$ cat src/rtl/bist_pkg.sv
// Shared types and default feedback masks for the logic-BIST engine.
package bist_pkg;

  typedef enum logic [1:0] {
    IDLE  = 2'd0,
    RUN   = 2'd1,
    DRAIN = 2'd2,
    DONE  = 2'd3
  } bist_state_e;

  localparam logic [3:0]  TAPS_W4  = 4'hC;
  localparam logic [7:0]  TAPS_W8  = 8'hB8;
  localparam logic [15:0] TAPS_W16 = 16'hB400;

  function automatic logic [31:0] default_taps(input int w);
    case (w)
      4:       return 32'(TAPS_W4);
      16:      return 32'(TAPS_W16);
      default: return 32'(TAPS_W8);
    endcase
  endfunction

endpackage

$ cat src/rtl/bist_if.sv
// Handshake and data bundle between test controller, BIST engine and CUT.
interface bist_if #(
  parameter int WIDTH = 8
) ();

  logic             start_i;
  logic [WIDTH-1:0] resp_i;
  logic [WIDTH-1:0] pattern_o;
  logic             pattern_vld_o;
  logic             busy_o;
  logic             done_o;
  logic             pass_o;
  logic [WIDTH-1:0] signature_o;

  modport master (
    output start_i, resp_i,
    input  pattern_o, pattern_vld_o, busy_o,
    input  done_o, pass_o, signature_o
  );

  modport slave (
    input  start_i, resp_i,
    output pattern_o, pattern_vld_o, busy_o,
    output done_o, pass_o, signature_o
  );

endinterface

$ cat src/rtl/bist_lfsr.sv
// Fibonacci shift-left LFSR; with data_en set it becomes a MISR.
module bist_lfsr #(
  parameter int               WIDTH = 8,
  parameter logic [WIDTH-1:0] TAPS  = WIDTH'(8'hB8)
) (
  input  logic             clk,
  input  logic             rst,
  input  logic             load,
  input  logic [WIDTH-1:0] seed,
  input  logic             en,
  input  logic             data_en,
  input  logic [WIDTH-1:0] data,
  output logic [WIDTH-1:0] state
);

  logic [WIDTH-1:0] nxt;

  always_comb begin
    nxt = {state[WIDTH-2:0], ^(state & TAPS)};
    if (data_en) nxt = nxt ^ data;
  end

  always_ff @(posedge clk) begin
    if (rst || load) state <= seed;
    else if (en)     state <= nxt;
  end

endmodule

$ cat src/rtl/bist_engine.sv
// Logic BIST: LFSR patterns out, MISR-compacted responses in, golden verdict.
module bist_engine
  import bist_pkg::*;
#(
  parameter int               WIDTH        = 8,
  parameter int               NUM_PATTERNS = 255,
  parameter logic [WIDTH-1:0] LFSR_TAPS    = WIDTH'(default_taps(WIDTH)),
  parameter logic [WIDTH-1:0] MISR_TAPS    = WIDTH'(default_taps(WIDTH)),
  parameter logic [WIDTH-1:0] SEED         = WIDTH'(1),
  parameter int               CUT_LAT      = 0,
  parameter logic [WIDTH-1:0] GOLDEN       = '0
) (
  input logic   clk,
  input logic   rst,
  bist_if.slave bus
);

  localparam int CNT_W = $clog2(NUM_PATTERNS + 1);
  localparam int DW    = (CUT_LAT > 1) ? $clog2(CUT_LAT) : 1;
  localparam logic [WIDTH-1:0] SEED_EFF =
    (SEED == '0) ? WIDTH'(1) : SEED;

  bist_state_e      state;
  logic [CNT_W-1:0] cnt;
  logic [DW-1:0]    dcnt;
  logic             run;
  logic             restart;
  logic             last;
  logic             drained;
  logic             resp_vld;
  logic [WIDTH-1:0] lfsr;
  logic [WIDTH-1:0] misr;

  assign run     = (state == RUN);
  assign restart = bus.start_i && (state == IDLE || state == DONE);
  assign last    = (cnt == CNT_W'(NUM_PATTERNS - 1));
  assign drained = (dcnt == DW'(CUT_LAT - 1));

  always_ff @(posedge clk) begin
    if (rst) begin
      state <= IDLE;
      cnt   <= '0;
      dcnt  <= '0;
    end else begin
      case (state)
        IDLE, DONE: begin
          if (restart) begin
            state <= RUN;
            cnt   <= '0;
            dcnt  <= '0;
          end
        end
        RUN: begin
          if (last) state <= (CUT_LAT == 0) ? DONE : DRAIN;
          else      cnt   <= cnt + 1'b1;
        end
        DRAIN: begin
          if (drained) state <= DONE;
          else         dcnt  <= dcnt + 1'b1;
        end
        default: state <= IDLE;
      endcase
    end
  end

  // Bit i set means a pattern issued i+1 cycles ago is returning now.
  if (CUT_LAT == 0) begin : g_comb
    assign resp_vld = run;
  end else begin : g_pipe
    logic [CUT_LAT-1:0] vsr;
    always_ff @(posedge clk) begin
      if (rst) vsr <= '0;
      else     vsr <= CUT_LAT'({vsr, run});
    end
    assign resp_vld = vsr[CUT_LAT-1];
  end

  bist_lfsr #(
    .WIDTH (WIDTH),
    .TAPS  (LFSR_TAPS)
  ) u_lfsr (
    .clk     (clk),
    .rst     (rst),
    .load    (restart),
    .seed    (SEED_EFF),
    .en      (run),
    .data_en (1'b0),
    .data    ('0),
    .state   (lfsr)
  );

  bist_lfsr #(
    .WIDTH (WIDTH),
    .TAPS  (MISR_TAPS)
  ) u_misr (
    .clk     (clk),
    .rst     (rst),
    .load    (restart),
    .seed    ('0),
    .en      (resp_vld),
    .data_en (1'b1),
    .data    (bus.resp_i),
    .state   (misr)
  );

  assign bus.pattern_o     = lfsr;
  assign bus.pattern_vld_o = run;
  assign bus.busy_o        = (state == RUN) || (state == DRAIN);
  assign bus.done_o        = (state == DONE);
  assign bus.pass_o        = (state == DONE) && (misr == GOLDEN);
  assign bus.signature_o   = misr;

endmodule
$ cat src/flat_wrapper.sv
// flat-port wrapper written by rule: the top's interface ports become plain ports
module bist_engine_flat import bist_pkg::*;
#(
  parameter int               WIDTH        = 8,
  parameter int               NUM_PATTERNS = 255,
  parameter logic [WIDTH-1:0] LFSR_TAPS    = WIDTH'(default_taps(WIDTH)),
  parameter logic [WIDTH-1:0] MISR_TAPS    = WIDTH'(default_taps(WIDTH)),
  parameter logic [WIDTH-1:0] SEED         = WIDTH'(1),
  parameter int               CUT_LAT      = 0,
  parameter logic [WIDTH-1:0] GOLDEN       = '0
)
  (clk, rst, bus_start_i, bus_resp_i, bus_pattern_o, bus_pattern_vld_o, bus_busy_o, bus_done_o, bus_pass_o, bus_signature_o);
  bist_if #(.WIDTH(WIDTH)) bus_i ();
  input logic clk;
  input logic rst;
  input wire logic [$bits(bus_i.start_i)-1:0] bus_start_i;
  input wire logic [$bits(bus_i.resp_i)-1:0] bus_resp_i;
  output wire logic [$bits(bus_i.pattern_o)-1:0] bus_pattern_o;
  output wire logic [$bits(bus_i.pattern_vld_o)-1:0] bus_pattern_vld_o;
  output wire logic [$bits(bus_i.busy_o)-1:0] bus_busy_o;
  output wire logic [$bits(bus_i.done_o)-1:0] bus_done_o;
  output wire logic [$bits(bus_i.pass_o)-1:0] bus_pass_o;
  output wire logic [$bits(bus_i.signature_o)-1:0] bus_signature_o;
  assign bus_i.start_i = bus_start_i;
  assign bus_i.resp_i = bus_resp_i;
  assign bus_pattern_o = bus_i.pattern_o;
  assign bus_pattern_vld_o = bus_i.pattern_vld_o;
  assign bus_busy_o = bus_i.busy_o;
  assign bus_done_o = bus_i.done_o;
  assign bus_pass_o = bus_i.pass_o;
  assign bus_signature_o = bus_i.signature_o;
  bist_engine #(.WIDTH(WIDTH), .NUM_PATTERNS(NUM_PATTERNS), .LFSR_TAPS(LFSR_TAPS), .MISR_TAPS(MISR_TAPS), .SEED(SEED), .CUT_LAT(CUT_LAT), .GOLDEN(GOLDEN)) u_core (.clk(clk), .rst(rst), .bus(bus_i));
endmodule
$ cat config.mk
export PLATFORM = sky130hd
export DESIGN_NAME = bist_engine_flat
export DESIGN_NICKNAME = d
export VERILOG_FILES = /design/src/rtl/bist_pkg.sv /design/src/rtl/bist_if.sv /design/src/rtl/bist_lfsr.sv /design/src/rtl/bist_engine.sv /design/src/flat_wrapper.sv
export SDC_FILE = /design/constraint.sdc
export NUM_CORES = 1
export LEC_CHECK = 0
export BUFFER_PORTS_ARGS = -buffer_cell sky130_fd_sc_hd__buf_4
export CORE_MARGIN = 2
export CORE_UTILIZATION = 50
export DETAILED_ROUTE_END_ITERATION = 10
export GPL_ROUTABILITY_DRIVEN = 0
export PLACE_DENSITY_LB_ADDON = 0.1
export SETUP_SLACK_MARGIN = 0.3
export SYNTH_ARGS = -nofsm -noshare
export SYNTH_HDL_FRONTEND = slang
export SYNTH_SLANG_ARGS = --single-unit
$ cat constraint.sdc
create_clock -name clk -period 2.2 [get_ports clk]
set_clock_uncertainty 0.05 [all_clocks]
set_input_delay 0.33 -clock clk [delete_from_list [all_inputs] [get_ports clk]]
set_output_delay 0.33 -clock clk [all_outputs]
set_load 0.1 [all_outputs]
# Yosys cells after proc, flatten, opt, wreduce, memory -nomap -nowiden

Cells that the tools add are included.

Bits in registers: 27
Latch bits: 0
Memory bits (writable): 0
Memory bits (read-only): 0
Input port bits: 11
Output and inout bits: 20
Logic and storage cells: 41
Memories kept: 0

$add $sub $neg: 2
$mul: 0
Divide/modulo/power cells: 0
$lt $le $gt $ge: 0
Eq/ne operators: 8
Shift-type cells: 0
Multiplexer cells: 10
Bitwise operators: 1
Reduce and logical (&&, ||, !) cells: 15

Operators by type and width:

| kind                | count |
|---|---|
| $mux 8              | 2 |
| $pmux 8 s2          | 1 |
| $reduce_xor 8->1    | 2 |
| $add 8x1->8 const B | 1 |
| $eq 8x8->1 const B  | 1 |
| $logic_not 8->1     | 1 |
| $xor 8x8->8         | 1 |
| $mux 2              | 3 |
| $pmux 2 s3          | 1 |
| $reduce_and 3->1    | 2 |
| $eq 2x2->1 const B  | 2 |
| $ne 2x1->1 const B  | 2 |
| $ne 2x2->1 const B  | 2 |
| $reduce_bool 2->1   | 2 |
| $logic_or 1x1->1    | 3 |
| $eq 2x1->1 const B  | 1 |
| $logic_and 1x1->1   | 2 |
| $logic_not 2->1     | 1 |
| $mux 1              | 2 |
| $pmux 1 s2          | 1 |
| $reduce_and 2->1    | 1 |
| $reduce_or 2->1     | 1 |
| $add 1x1->1 const B | 1 |

# Longest topological paths before layout

Gate-level depths: netlist of the first run.

Depth after elaboration: 5
Mapped depth: 7

# Hierarchy

From an unflattened synthesis of the first run, not the netlist that was laid out.

Cell total of the unflattened synthesis: 177
Area total of the unflattened synthesis: 1,664.1 um^2

By module, submodules not included:

| module      | times used | cells an instance | area each (um^2) |
|---|---|---|---|
| bist_lfsr   | 2          | 46                | 485.5 |
| bist_engine | 1          | 85                | 693.2 |

# Worst setup path before layout of the first run

Ideal clock, no wire load.

Path kind: register to output
From: register u_core.state[0]
To: output port bus_pass_o
Data arrival time: 4,156 ps
Required time: 1,820 ps
Slack: -2,336 ps
Cell stages (with the launch flop): 4
Path buffers: 0
Cells stage by stage: dfxtp_1 ha_1 nand2_1 nor4_1

Word-level cells in the longest chain between the ends: 2

RTL lines:

| item                   | line               | source |
|---|---|---|
| from (decl)            | bist_engine.sv:23  | `bist_state_e state;` |
| from (signal assigned) | bist_engine.sv:54  | `if (last) state <= (CUT_LAT == 0) ? DONE : DRAIN;` |
| $eq 2x2->1             | -                  |  |
| named net bus_done_o   | flat_wrapper.sv:21 | `output wire logic [$bits(bus_i.done_o)-1:0] bus_done_o;` |
| $logic_and 1x1->1      | bist_engine.sv:110 | `assign bus.pass_o = (state == DONE) && (misr == GOLDEN);` |
| to (decl)              | flat_wrapper.sv:22 | `output wire logic [$bits(bus_i.pass_o)-1:0] bus_pass_o;` |

The timed path passes the listed nets, and every way through them passes these cells.

# Final worst setup path of the first run

From: register u_core.u_misr.state[1]
To: output port bus_pass_o

Word-level cells in the longest chain between the ends: 2

RTL lines:

| item                   | line               | source |
|---|---|---|
| from (decl)            | bist_lfsr.sv:13    | `output logic [WIDTH-1:0] state` |
| from (signal assigned) | bist_lfsr.sv:25    | `else if (en) state <= nxt;` |
| $logic_not 8->1        | bist_engine.sv:110 |  |
| $logic_and 1x1->1      | bist_engine.sv:110 |  |

Every way passes these cells.

==> flow_summary.json, run 1 <==
{
  "outcome": "finished, final reports clean",
  "ys_types": 33,
  "dpl_cell_area_sq_um": 1694,
  "dp_hpwl_um": 1956,
  "synth_common_cells": "dfxtp_1 (27), nor2_1 (24), xnor2_1 (13)",
  "ant_nets": 0,
  "slew_headroom_pct": 69.32,
  "pre_cts_ws_ps": 239.3,
  "first_pass_iters": 4,
  "wl_um": 2745,
  "yosysTopAreaCellShare_pct": 38.37,
  "slowest_stage": "or4_4",
  "grt_pass1_vias": 1019,
  "cts.path.max_buffers": 2,
  "power_uw": 2503,
  "fin_area_sq_um": 1807,
  "synth_edf_count": 0,
  "antenna_cells": 0,
  "synth.top_cells.by_area": "dfxtp_1 (38%), xnor2_1 (8.1%), mux2i_1 (6.4%)",
  "cts.hold.buffers_added": 0,
  "yosys_warnings": 0,
  "syn-cell-area_sq_um": 1409,
  "drive_gt1_share_pct": 35.20,
  "numCtsBuffers": 3,
  "antenna_found_initial": 0,
  "regToRegSetupSlack_ps": 360,
  "cts_root_buffer": "clkbuf_4",
  "ys_seq_elements": 27,
  "route.detailed.vias_per_inst": 5.282,
  "max-vdd-ir-drop_mv": 1.385,
  "setup_ws_ps": 162.0,
  "track_usage_pct": 16.73,
  "ys_async_sr_fraction_pct": 0,
  "fin_crit_sh_pct": 92.64,
  "nNetsFinal": 214,
  "synth_ff_type": "dfxtp_1",
  "drv_slew": 0,
  "pin_count": 31,
  "p_leak_uw": 0.0007032,
  "grt_pass1_wl_um": 4326,
  "critical_path.max_fanout": 2,
  "h-tree-depth": 1,
  "fin_worst_hold_slack_ps": 204.8,
  "cp_cell_sequence": "or4_4, nor4_4, buf_6",
  "overflow": 0,
  "pwr_density_cell_nw_per_um2": 1385,
  "die_area_sq_um": 3258,
  "cp_top_family": "simple AND/OR/NAND/NOR gates",
  "wl_per_cell_um": 12.09,
  "cpPeakStageDelay_ps": 540,
  "critical_path_class": "reg -> out",
  "tightest_slew_ps": 458.1,
  "drt_iter0_drc": 33,
  "cp_num_buf_inv": 1,
  "cp.required_ps": 1820,
  "arrival_ps": 1660,
  "cp-start-kind": "register",
  "syn-mean-instance-area_sq_um": 8.591,
  "cts.sink_count": 27,
  "clk_pin_slew_ps": 150,
  "area_delta_synth_final_pct": 28.24,
  "maxCapViolCount": 0,
  "cp-end-kind": "primary output",
  "yosys.area.top_type": "dfxtp_1",
  "finalHoldViolations": 0,
  "netlist_instances": 164,
  "die_h_um": 57.08,
  "syn_nets": 181,
  "design.core.area_sq_um": 2710,
  "die_w_um": 57.08,
  "hp-class": "in -> reg",
  "synth.most_common_cell": "dfxtp_1",
  "cts_tree": "yes",
  "final.min_clock_period_ps": 2038,
  "final-setup-viol-count": 0,
  "portBuffers": 30,
  "clk-insertion-delay-late_ps": 330,
  "clock.fmax_mhz": 490.7,
  "synth.yosys.seq_area_share_pct": 38.37,
  "drcViolationCount": 0,
  "vias": 1199,
  "grt_max_degree": 27,
  "rsz0062_at_grt": "true",
  "initial_core_util_pct": 51.99,
  "num_rows": 19
}
==> final timing paths <==
check                                                          from                           end  depth (start not counted)
worst max-delay path            u_core.u_misr.state[1]$_SDFFE_PP0P_                    bus_pass_o                          3
worst min-delay path                                            rst  u_core.state[0]$_SDFFE_PP0P_                          2
worst max register to register         u_core.state[0]$_SDFFE_PP0P_    u_core.cnt[7]$_SDFFE_PP0P_                          6
worst min register to register             u_core.dcnt$_SDFFE_PP0P_      u_core.dcnt$_SDFFE_PP0P_                          2
==> final cells by class <==
cell class	count	area [sq um]
flip-flops and latches	27	564.3
multi-input cells	113	820.8
fillers	247	903.4
repair buffers	42	319.1
inverters	10	37.54
clock buffers	4	26.28
well taps	31	38.79
==> metal layers <==
layer | share of wire (%) | wire length [um] | vias to the layer above | track usage, %
met5 | 0 | 0 | - | 0
met4 | 1.6 | 45 | 0 | 7.309
met1 | 46 | 1269 | 536 | 22.79
li1 | - | - | 623 | -
met2 | 47 | 1298 | 34 | 26.60
met3 | 4.7 | 130 | 6 | 2.268
==> through the flow <==
| step | TNS, ps | util (%) | instances |
|---|---|---|---|
| 2_1_floorplan | -249.0 | - | 164 |
| 3_3_place_gp | 0 | 62.51 | 213 |
| 3_5_place_dp | 0 | 62.51 | 213 |
| 4_1_cts | 0 | 64.96 | 221 |
| 5_1_grt | 0 | 66.67 | 227 |
| 6_report | 0 | 66.67 | 227 |
==> registers in the layout, indices dropped and copies added, names as in the netlist <==
signal and flops:
u_core.cnt 8, u_core.dcnt 1, u_core.u_misr.state 8, u_core.state 2
u_core.u_lfsr.state 8
==> cell families (layout without fill, tap and decap cells) <==
kind of cell,after synthesis,after routing,synth area share [%]
buf+inv,24,56,8.260
xor+xnor,13,13,8.082
flops,27,27,38.37
simple gates,60,60,21.32
compound gates,24,24,11.46
fa+ha+maj,6,6,5.328
mux,10,10,7.194
==> power by group <==
part           internal (uW)  leakage (uW)  switching (uW)  total (uW)
Sequential               591      0.000225            91.8         683
Clock                   71.1     0.0000150             149         220
Combinational            556      0.000464            1040        1600
==> repair_timing <==
item                                    in CTS  in global routing
gates resized for setup                      4                  2
setup buffers                                4                  6
pin swaps                                    3                  3
endpoints found under the setup margin       3                  3
==> placed cells by master (no fill, tap or decap), drive strengths merged <==
cell	synthesis	routed
and4	1	1
xnor2	13	13
nor2b	1	1
a211oi	8	8
a31oi	4	4
and2	1	1
ha	6	6
or4b	2	2
nand2	10	10
or2	1	1
a221o	1	1
o32ai	1	1
clkbuf	7	4
or3	2	2
and3	1	1
nand3b	2	2
nor4	2	2
a31o	1	1
buf	7	42
nand2b	2	2
nor2	24	24
o21ai	2	2
dfxtp	27	27
nand3	8	8
mux2i	9	9
nor3	2	2
a2111oi	1	1
inv	10	10
a21oi	6	6
or4	1	1
mux2	1	1
(Power assumes the default switching activity.)
==> inputs of run 2 (changes only) <==
--- a/config.mk
+++ b/config.mk
@@ -11,4 +11,5 @@
 export DETAILED_ROUTE_END_ITERATION = 10
 export GPL_ROUTABILITY_DRIVEN = 0
+export HOLD_SLACK_MARGIN = 0.08
 export PLACE_DENSITY_LB_ADDON = 0.1
 export SETUP_SLACK_MARGIN = 0.3
==> constraint.sdc (replaced) <==
create_clock -name clk -period 2.2 [get_ports clk]
set_clock_uncertainty 0.05 [all_clocks]
set_input_delay 0.22 -clock clk [delete_from_list [all_inputs] [get_ports clk]]
set_output_delay 0.22 -clock clk [all_outputs]
set_load 0.1 [all_outputs]
==> run 2 against run 1 <==
Utilization is 0.92 points higher. Count of clock-buffer cells in the layout shrank 1. Final area increased by 1.4%. Via count increased by 3.6%. First-iteration DRC count decreased by 6.1%. Critical path depth is the same. Sequential cell count unchanged. Sequential share of layout area shrank 0.63 points. Combinational power rose by 2%. Sequential power down 1%.
==> flow_summary.json, run 2 (same netlist as run 1, synthesis figures left out) <==
{
  "clk_pin_slew_ps": 150,
  "antenna_cells": 0,
  "final_common_cell": "buf_4",
  "die_w_um": 57.08,
  "cp-end-kind": "primary output",
  "final-setup-viol-count": 0,
  "h-tree-depth": 1,
  "p_leak_uw": 0.0007198,
  "route.detailed.vias_per_inst": 5.400,
  "nNetsFinal": 217,
  "critical_path_class": "reg -> out",
  "hold_depth": 3,
  "die_h_um": 57.08,
  "cts.path.max_buffers": 2,
  "pin_count": 31,
  "cts_root_buffer": "clkbuf_4",
  "setup_tns_ps": 0,
  "vias": 1242,
  "cp_num_buf_inv": 1,
  "numCtsBuffers": 3,
  "outcome": "finished, final reports clean",
  "slowest_stage": "or4_4",
  "layout_common_cells": "buf_4 (43), nor2_1 (24), dfxtp_1 (19)",
  "arrival_ps": 1670,
  "maxCapViolCount": 0,
  "cp_cell_sequence": "or4_4, nor4_4, buf_6",
  "final.min_clock_period_ps": 1943,
  "first_pass_iters": 4,
  "cp-start-kind": "register",
  "die_area_sq_um": 3258,
  "cts.sink_count": 27,
  "track_usage_pct": 19.04,
  "grt_pass1_wl_um": 5009,
  "pwr_density_cell_nw_per_um2": 1387,
  "initial_core_util_pct": 51.99,
  "finalHoldViolations": 0,
  "grt_max_degree": 27,
  "pre_cts_ws_ps": 229.4,
  "portBuffers": 30,
  "top_regs": "u_core.cnt (8), u_core.u_lfsr.state (8), u_core.u_misr.state (8)",
  "rsz0062_at_grt": "true",
  "drt_iter0_drc": 31,
  "drv_slew": 0,
  "max-vdd-ir-drop_mv": 1.459,
  "num_rows": 19,
  "cpPeakStageDelay_ps": 540,
  "ant_nets": 0,
  "cts_tree": "yes",
  "overflow": 0,
  "dp_hpwl_um": 2097,
  "area_delta_synth_final_pct": 30.02,
  "hp-class": "in -> reg",
  "cp.depth": 3,
  "tightest_slew_ps": 452.7,
  "slew_headroom_pct": 69.82,
  "setup_ws_ps": 257.5,
  "drcViolationCount": 0,
  "clock.fmax_mhz": 514.8,
  "cp_top_family": "simple AND/OR/NAND/NOR gates",
  "design.core.area_sq_um": 2710,
  "clk-insertion-delay-late_ps": 330,
  "grt_pass1_vias": 1170,
  "drive_gt1_share_pct": 35.68,
  "cp.required_ps": 1930,
  "critical_path.max_fanout": 2,
  "wl_um": 2936,
  "fin_crit_sh_pct": 88.30,
  "wl_per_cell_um": 12.77,
  "reg2reg_depth": 6,
  "antenna_found_initial": 0
}
run 2: changes by cell type in the layout (fill, tap and decap cells not counted):
cell / before / now
dfxtp_1: 18 / 19
clkbuf_1: 1 / 0
buf_4: 41 / 43
inv_2: 2 / 1
dfxtp_4: 5 / 4
dlygate4sd3_1: 0 / 1
and4_2: 0 / 1
and4_4: 1 / 0
inv_4: 0 / 2
run 2: where the power goes:
group | switching, uW | internal (uW)
Clock | 152 | 70.9
Sequential | 88.8 | 587
Combinational | 1060 | 578
Total | 1300 | 1240
run 2: worst paths after layout:
check        slack [ps]                           startpoint                                   to
max                 260  u_core.u_misr.state[7]$_SDFFE_PP0P_                           bus_pass_o
min                 110                        bus_resp_i[5]  u_core.u_misr.state[5]$_SDFFE_PP0P_
max reg2reg         350         u_core.state[0]$_SDFFE_PP0P_           u_core.cnt[6]$_SDFFE_PP0P_
min reg2reg         470         u_core.state[0]$_SDFFE_PP0P_         u_core.state[0]$_SDFFE_PP0P_
run 2: layout make-up:
cell class	count	area (sq um)
Fill cell	243	878.3
Multi-Input combinational cell	113	819.5
Sequential cell	27	560.5
Timing Repair Buffer	45	344.1
Inverter	10	40.04
Tap cell	31	38.79
Clock buffer	3	22.52
Clock inverter	1	6.256
run 2: stage by stage:
step | cell area, sq um | hold WS, ps | power (uW) | utilization, % | std cells
final | 1832 | 106.0 | 2541 | 67.59 | 230
after global routing | 1832 | 98.27 | 2697 | 67.59 | 230
after CTS | 1767 | 86.95 | 2460 | 65.19 | 222
after detailed placement | 1702 | 454.1 | 2189 | 62.79 | 214
after global placement | 1702 | 445.1 | 2163 | 62.79 | 214
after floorplan | 1494 | 350.5 | 1937 | - | 164
run 2: layer usage:
layer  track usage [%]  share of wire [%]  vias to the layer above
li1                  -                  -                      626
met1             24.89                 45                      592
met2             32.02                 51                       20
met3             2.494                2.9                        4
met4             7.309               0.92                        0
met5                 0                  0                        -
run 2: tightest hold or removal path, cell delays in order:
cell	delay, ps
buf_4	80
xnor2_1	100
a211oi_1	70
run 2: repair_timing:
| action | 4_1_cts | 5_1_grt |
|---|---|---|
| resized for setup | 3 | 1 |
| setup buffers | 4 | 7 |
| endpoints found under the hold margin | 0 | 2 |
| pin swaps | 3 | 4 |
| hold buffers | 0 | 1 |
| endpoints found under the setup margin | 3 | 4 |
==> inputs of run 3 (changes only) <==
SETUP_SLACK_MARGIN = 0.15   (was 0.3)
TNS_END_PERCENT = 20   (was unset)
==> run 3 against run 2 <==
Combinational power down 11%. Count of clock-buffer cells in the layout up 1. Sequential share of layout area up 1.9 points.
==> flow_summary.json, run 3 (same netlist as run 1, synthesis figures left out) <==
{
  "outcome": "finished, final reports clean",
  "hp-class": "in -> reg",
  "clock.fmax_mhz": 503.6,
  "clk-insertion-delay-late_ps": 320,
  "nNetsFinal": 206,
  "setup_ws_ps": 214.1,
  "vias": 1194,
  "rsz0062_at_grt": "true",
  "critical_path.max_fanout": 8,
  "grt_pass1_vias": 1106,
  "design.core.area_sq_um": 2710,
  "first_pass_iters": 4,
  "layout_common_cells": "buf_4 (33), nor2_1 (24), dfxtp_1 (22)",
  "numCtsBuffers": 3,
  "overflow": 0,
  "max-vdd-ir-drop_mv": 1.315,
  "portBuffers": 30,
  "cts_root_buffer": "clkbuf_4",
  "pwr_density_cell_nw_per_um2": 1372,
  "track_usage_pct": 17.74,
  "cts.path.max_buffers": 2,
  "slowest_stage": "or4b_1",
  "drv_slew": 0,
  "maxCapViolCount": 0,
  "cp_cell_sequence": "inv_1, ha_4, mux2i_2, a31o_2, or4b_1, a31oi_1",
  "wl_um": 2742,
  "dp_hpwl_um": 2042,
  "cts.sink_count": 27,
  "cpPeakStageDelay_ps": 500,
  "ant_nets": 0,
  "critical_path_class": "reg -> reg",
  "p_leak_uw": 0.0006546,
  "grt_pass1_wl_um": 4685,
  "cp-start-kind": "register",
  "cp.required_ps": 2410,
  "area_delta_synth_final_pct": 21.23,
  "antenna_found_initial": 0,
  "pin_count": 31,
  "finalHoldViolations": 0,
  "route.detailed.vias_per_inst": 5.452,
  "drt_iter0_drc": 52,
  "tightest_slew_ps": 418.9,
  "final_cells": 219,
  "drcViolationCount": 0,
  "final.min_clock_period_ps": 1986,
  "final-setup-viol-count": 0,
  "drive_gt1_share_pct": 29.26,
  "final_common_cell": "buf_4",
  "die_w_um": 57.08,
  "die_h_um": 57.08,
  "setup_tns_ps": 0,
  "wl_per_cell_um": 12.52,
  "antenna_cells": 0,
  "slew_headroom_pct": 71.94,
  "cts_tree": "yes",
  "fin_crit_sh_pct": 90.27,
  "initial_core_util_pct": 51.99,
  "num_rows": 19,
  "pre_cts_ws_ps": 100.1,
  "arrival_ps": 2190,
  "grt_max_degree": 22,
  "die_area_sq_um": 3258,
  "final_util_pct": 63.02,
  "cp-end-kind": "register",
  "h-tree-depth": 1,
  "top_regs": "u_core.cnt (8), u_core.u_lfsr.state (8), u_core.u_misr.state (8)",
  "placed_cells": 215,
  "clk_pin_slew_ps": 140
}
==> run 3: cell count changes in the layout (fill, tap and decap cells not counted), sizes merged <==
| cell | previous run | this run |
|---|---|---|
| inv | 11 | 10 |
| dlygate4sd3 | 1 | 0 |
| clkbuf | 3 | 4 |
| buf | 44 | 34 |
==> run 3: worst paths after layout <==
check / startpoint / end / slack, ps / cells after the start
max: u_core.state[0]$_SDFFE_PP0P_ / u_core.cnt[6]$_SDFFE_PP0P_ / 210 / 6
min reg2reg: u_core.cnt[7]$_SDFFE_PP0P_ / u_core.cnt[7]$_SDFFE_PP0P_ / 470 / 2
max reg2reg: u_core.state[0]$_SDFFE_PP0P_ / u_core.cnt[6]$_SDFFE_PP0P_ / 210 / 6
min: rst / u_core.state[0]$_SDFFE_PP0P_ / 110 / 2
==> run 3: stage by stage <==
step	hold slack (ps)	instance area, sq um	total power [uW]
floorplan	350.5	1445	1845
global placement	442.2	1660	2070
detailed placement	453.8	1660	2100
CTS	87.75	1704	2357
global route	100.0	1708	2474
finish	112.9	1708	2343
==> run 3: area by class of cell <==
class	count	area, sq um
clock buffers	4	26.28
flip-flops and latches	27	554.3
repair buffers	34	259.0
multi-input cells	113	792.0
well taps	31	38.79
inverters	10	37.54
fillers	236	1002
==> run 3: critical path, delay by kind of cell, from the launching register on <==
family	cells	cell delay, ps
AND/OR/NAND/NOR	1	500
flip-flops	1	370
buffers and inverters	1	80
multiplexers	1	180
AO/OA/AOI/OAI	2	460
adder cells (fa/ha/maj)	1	270
==> run 3: per-layer routing <==
metal / share of wire, % / track usage [%] / wire [um] / vias to the layer above
met2: 47 / 28.90 / 1280 / 31
met4: 1.1 / 8.306 / 29 / 0
li1: - / - / - / 606
met1: 48 / 23.26 / 1322 / 553
met5: 0 / 0 / 0 / -
met3: 4.0 / 2.494 / 110 / 4
==> run 3: repair_timing <==
item	in CTS	in global routing
pin swaps	0	1
buffers inserted	0	0
setup endpoints to repair	3	2
gates resized for setup	3	1
hold buffers	0	0
==> run 3: power breakdown <==
| group | total (uW) | switching, uW | internal [uW] | leakage, uW |
|---|---|---|---|---|
| clock | 212 | 141 | 70.9 | 0.0000150 |
| combinational | 1460 | 1020 | 442 | 0.000417 |
| sequential | 673 | 91.4 | 581 | 0.000222 |
